<file path="config.mk">
export PLATFORM = sky130hd
export DESIGN_NAME = cond_exec_controller
export DESIGN_NICKNAME = d
export VERILOG_FILES = /design/src/rtl/cond_exec_controller.sv
export SDC_FILE = /design/constraint.sdc
export NUM_CORES = 1
export LEC_CHECK = 0
export ABC_CLOCK_PERIOD_IN_PS = 5200
export CORE_UTILIZATION = 49
export CTS_CLUSTER_SIZE = 24
export DETAILED_ROUTE_END_ITERATION = 16
export PLACE_DENSITY = 0.88
export SLEW_MARGIN = 20
export SYNTH_ARGS = -nofsm -noshare
export SYNTH_HDL_FRONTEND = slang
export SYNTH_SLANG_ARGS = --single-unit
</file>
<file path="constraint.sdc">
create_clock -name clk -period 5.2 [get_ports clk]
set_input_delay 0.52 -clock clk [delete_from_list [all_inputs] [get_ports clk]]
set_output_delay 0.52 -clock clk [all_outputs]
set_load 0.02 [all_outputs]
</file>
<file path="src/rtl/cond_exec_controller.sv">
// Conditional-execution controller at the issue point.
//
// Owns the architectural status register {z,c,n,v}, tracks in-flight
// flag-setting instructions and holds back condition-dependent issue until
// their flags have been written. A flag write in the same cycle is forwarded
// straight into condition evaluation. Each accepted instruction yields a
// registered execute/squash decision one cycle later for the EXE stage.
//
// Ports:
//   clk, rst_n           clock (rising edge), async active-low reset
//   issue_valid/cond/s   instruction presented by ID (cond field, S bit)
//   issue_ready          combinational accept; accept = issue_valid && issue_ready
//   flag_wr_en/data      write-back of one pending flag result {z,c,n,v}
//   flush                kill all younger in-flight instructions
//   status               current status register {z,c,n,v}
//   dec_valid/dec_exec   registered decision (1 = execute, 0 = squash)
//   err_wr               sticky: flag write seen with nothing pending
//   stall_cnt            saturating count of stall cycles
module cond_exec_controller #(
  parameter int unsigned MAX_PENDING = 3,
  parameter int unsigned PCNT_W      = 2,
  parameter int unsigned STALL_CNT_W = 16
) (
  input  logic                   clk,
  input  logic                   rst_n,
  input  logic                   issue_valid,
  input  logic [3:0]             issue_cond,
  input  logic                   issue_s,
  output logic                   issue_ready,
  input  logic                   flag_wr_en,
  input  logic [3:0]             flag_wr_data,
  input  logic                   flush,
  output logic [3:0]             status,
  output logic                   dec_valid,
  output logic                   dec_exec,
  output logic                   err_wr,
  output logic [STALL_CNT_W-1:0] stall_cnt
);

  typedef enum logic [0:0] {StRun, StStall} state_e;

  localparam logic [3:0] CondAl = 4'b1110;

  state_e                 state_q, state_d;
  logic [3:0]             status_q, status_d;
  logic [PCNT_W-1:0]      pending_q, pending_d;
  logic                   dec_valid_q, dec_valid_d;
  logic                   dec_exec_q, dec_exec_d;
  logic                   err_wr_q, err_wr_d;
  logic [STALL_CNT_W-1:0] stall_cnt_q, stall_cnt_d;

  logic [3:0] flags_fwd;
  logic       dependent;
  logic       hazard;
  logic       full_block;
  logic       accept;
  logic       cond_true;
  logic       pend_inc;
  logic       pend_dec;
  logic       stalling;

  // Flags are packed {z,c,n,v}.
  function automatic logic eval_cond(input logic [3:0] cond, input logic [3:0] f);
    logic z, c, n, v;
    z = f[3];
    c = f[2];
    n = f[1];
    v = f[0];
    case (cond)
      4'b0000: eval_cond = z;
      4'b0001: eval_cond = !z;
      4'b0010: eval_cond = c;
      4'b0011: eval_cond = !c;
      4'b0100: eval_cond = n;
      4'b0101: eval_cond = !n;
      4'b0110: eval_cond = v;
      4'b0111: eval_cond = !v;
      4'b1000: eval_cond = c && !z;
      4'b1001: eval_cond = !c || z;
      4'b1010: eval_cond = (n == v);
      4'b1011: eval_cond = (n != v);
      4'b1100: eval_cond = !z && (n == v);
      4'b1101: eval_cond = z || (n != v);
      4'b1110: eval_cond = 1'b1;
      default: eval_cond = 1'b0;
    endcase
  endfunction

  always_comb begin
    flags_fwd = flag_wr_en ? flag_wr_data : status_q;
    dependent = (issue_cond != CondAl);
    // A single outstanding writer is fine if its write lands this cycle (forwarded).
    hazard = dependent &&
             ((pending_q > PCNT_W'(1)) || ((pending_q == PCNT_W'(1)) && !flag_wr_en));
    // A retiring write frees a slot in the same cycle, so a full counter need not block.
    full_block  = issue_s && (pending_q == PCNT_W'(MAX_PENDING)) && !flag_wr_en;
    issue_ready = !hazard && !full_block && !flush;
    accept      = issue_valid && issue_ready;
    cond_true   = eval_cond(issue_cond, flags_fwd);
    stalling    = issue_valid && !issue_ready && !flush;
    // Only an executed S instruction becomes a pending writer.
    pend_inc    = accept && issue_s && cond_true;
    pend_dec    = flag_wr_en && (pending_q != '0);
  end

  always_comb begin
    status_d    = status_q;
    pending_d   = pending_q;
    err_wr_d    = err_wr_q;
    stall_cnt_d = stall_cnt_q;
    dec_valid_d = accept;
    dec_exec_d  = accept && cond_true;

    // Writes belong to older instructions and commit even during flush.
    if (flag_wr_en) begin
      status_d = flag_wr_data;
      if (pending_q == '0) begin
        err_wr_d = 1'b1;
      end
    end

    if (flush) begin
      pending_d = '0;
    end else begin
      case ({pend_inc, pend_dec})
        2'b10:   pending_d = pending_q + PCNT_W'(1);
        2'b01:   pending_d = pending_q - PCNT_W'(1);
        default: pending_d = pending_q;
      endcase
    end

    if (stalling && (stall_cnt_q != '1)) begin
      stall_cnt_d = stall_cnt_q + STALL_CNT_W'(1);
    end
  end

  always_comb begin
    state_d = state_q;
    case (state_q)
      StRun: begin
        if (stalling) begin
          state_d = StStall;
        end
      end
      StStall: begin
        if (accept || !issue_valid || flush) begin
          state_d = StRun;
        end
      end
      default: state_d = StRun;
    endcase
  end

  always_ff @(posedge clk or negedge rst_n) begin
    if (!rst_n) begin
      state_q     <= StRun;
      status_q    <= '0;
      pending_q   <= '0;
      dec_valid_q <= 1'b0;
      dec_exec_q  <= 1'b0;
      err_wr_q    <= 1'b0;
      stall_cnt_q <= '0;
    end else begin
      state_q     <= state_d;
      status_q    <= status_d;
      pending_q   <= pending_d;
      dec_valid_q <= dec_valid_d;
      dec_exec_q  <= dec_exec_d;
      err_wr_q    <= err_wr_d;
      stall_cnt_q <= stall_cnt_d;
    end
  end

  assign status    = status_q;
  assign dec_valid = dec_valid_q;
  assign dec_exec  = dec_exec_q;
  assign err_wr    = err_wr_q;
  assign stall_cnt = stall_cnt_q;

endmodule

</file>
==> flow_metrics.tcl <==
set metrics [dict create \
    ctsResizeCount 0 \
    period_needed_ps 3160 \
    crit_chain "clkdlybuf4s50_1 > and3b_1 > a311oi_2 > clkdlybuf4s50_1" \
    fin_crit_sh 0.607 \
    crit_required_ps 4680 \
    ys_ff_latch 25 \
    overflow 0 \
    peakVddDrop_mv 0.231 \
    timing.fmax_mhz 317 \
    vias 1147 \
    ant_nets 0 \
    die_h_um 56.2 \
    crit_family "buffers and inverters" \
    globalRouteMet3Util 0.0326 \
    p_sw_frac 0.366 \
    cpMaxStageDelayCell "clkdlybuf4s50_1" \
    clkTransAtPathRegs_ps 130 \
    drtPass1Iterations 4 \
    utilization 0.668 \
    path_common_cell "clkdlybuf4s50_1" \
    final_hold_viol_count 0 \
    antenna_found_initial 0 \
    worst_pin_slew_ps 592 \
    max_slew_margin 0.602 \
    portBuffers 37 \
    pwr-share-comb 0.428 \
    syn_nets 154 \
    grt_pass1_wl_um 5090 \
    routedWlPerCell_um 14.3 \
    grt_use_met1 0.257 \
    dieArea_um2 3160 \
    diodes 0 \
    drt-initial-drc-count 22 \
    syn_area_um2 1440 \
    crit_fanout 11 \
    cts_max_path_buffers 2 \
    drive_gt1_frac 0.0690 \
    leakagePower_nw 0.750 \
    post_cts_buffers 0 \
    seqPwrFrac 0.433 \
    numCtsBuffers 3 \
    grt_busiest_layer "met2" \
    p_sw_mw 0.222 \
    drt-total-wl_um 2930 \
    skew_ps 3.72 \
    die_x_um 56.2 \
    root_buffer "clkbuf_4" \
    rsz0062_at_grt "false" \
    p_total_mw 0.606 \
    avgSynthCellArea_um2 10.6 \
    drcViolationCount 0 \
    synth_enable_flop_cells 0 \
    grt_usage 0.205 \
    critPathArrivalTime_ps 2640 \
    slowest_delay_ps 760 \
    whs_ps 182 \
    final_common_cell "clkdlybuf4s50_1" \
    dp_hpwl_um 2360 \
    synth_cell_types 41 \
    final_net_count 193 \
    tns_ps 0 \
    crit_path_start_kind "primary input" \
    floorplan.rows 19 \
    postSynthCellCount 136 \
    clock_power_share 0.139 \
    areaGrowthSynthToFinish_pct 28.9 \
    h-tree-depth 1 \
    cp-end-kind "output pin" \
    hold_buffers 0 \
    critPathBufInv 2 \
    outcome "finished clean" \
    cts.sinks 25 \
    slew_viol_final 0 \
    cts_tree "done" \
    hold_class "in -> async" \
    async_reset_ff_frac 1.00 \
    ys_seq_area_frac 0.434 \
    internal_power_mw 0.384 \
    critPathKind "in -> out" \
    synth_flop_cell "dfrtp_1" \
    power_density_nw_per_um2 326 \
    setup_viol 0 \
    gp_congestion 0.854 \
    yosysWarnings 0 \
    drv_cap 0 \
    mostFrequentLayoutCells "clkdlybuf4s50_1, dfrtp_1, xnor2_1" \
    avgViaCountPerCell 5.60 \
    grt_max_degree 26 \
    clk_latency_ps 310 \
    floorplan.initialDensity 0.518 \
    grt_pass1_vias 1121 \
    use_met2 0.376 \
    ios 38 \
    core_region_area_um2 2780 \
]
==> per-layer routing <==
layer,up-vias,part of all wire
met1,553,0.40
met4,0,0.0055
met5,-,0
li1,551,-
met3,2,0.055
met2,41,0.54
==> cell families (layout without fill, tap and decap cells) <==
logic type,Yosys count,in the layout,synth area share
adders and majority gates,4,4,0.0347
and+or+nand+nor,52,52,0.190
AOI/OAI and AO/OA,15,15,0.111
xor gates and xnor gates,20,20,0.122
buffers and inverters,12,50,0.0330
DFF,25,25,0.434
muxes,8,8,0.0755
==> metrics by stage <==
step	std cells	setup WS, ps	cell area [um2]
2_1_floorplan	136	2750	1440
3_3_place_gp	201	2060	1840
6_report	205	2040	1860
5_1_grt	205	1900	1860
3_5_place_dp	201	2020	1840
4_1_cts	205	2020	1860
==> cells in the mapped netlist (all sizes together) (2+ instances only) <==
cell / count / area [um2]
nand2: 15 / 58.8
and3: 2 / 17.5
nand2b: 4 / 25.0
o21ai: 2 / 21.3
nor2: 7 / 26.3
nor3: 2 / 10.0
buf: 2 / 10.0
nor2b: 3 / 18.8
mux4: 2 / 45.0
a31oi: 3 / 33.8
xnor2: 16 / 140
mux2i: 3 / 30.0
inv: 9 / 33.8
xor2: 4 / 35.0
nand3: 9 / 45.0
and3b: 2 / 17.5
dfrtp: 25 / 626
nand4: 2 / 12.5
mux2: 3 / 33.8
ha: 4 / 50.1
==> final timing paths <==
kind,from,end,slack (ps),depth (start not counted)
min,rst_n,stall_cnt[8]$_DFFE_PN0P_,180,1
max reg2reg,pending_q[1]$_DFFE_PN0P_,pending_q[1]$_DFFE_PN0P_,2750,10
max,flag_wr_en,issue_ready,2040,4
max in group asynchronous,rst_n,stall_cnt[1]$_DFFE_PN0P_,4650,1
min reg2reg,err_wr$_DFFE_PN0P_,err_wr$_DFFE_PN0P_,490,1
min in group clk,err_wr$_DFFE_PN0P_,err_wr$_DFFE_PN0P_,490,1
==> power by group through the flow <==
stage	clock network [mW]	registers, mW	logic, mW
after CTS	0.0885	0.262	0.261
after detailed placement	0	0.266	0.260
after global placement	0	0.264	0.245
after global routing	0.101	0.267	0.283
final	0.0843	0.262	0.259
after floorplan	0	0.291	0.128
==> sequential cells by signal (all words and copies together), names as in the netlist <==
signal,cells
stall_cnt,16
status,4
pending_q,2
dec_exec,1
dec_valid,1
err_wr,1
==> area by class of cell <==
type / count / area, um2
inverters: 9 / 33.8
flip-flops and latches: 25 / 626
multi-input cells: 99 / 768
repair buffers: 37 / 365
well taps: 31 / 38.8
clock buffers: 4 / 26.3
fillers: 233 / 923
Note: power is estimated with default switching activity, not from simulation.
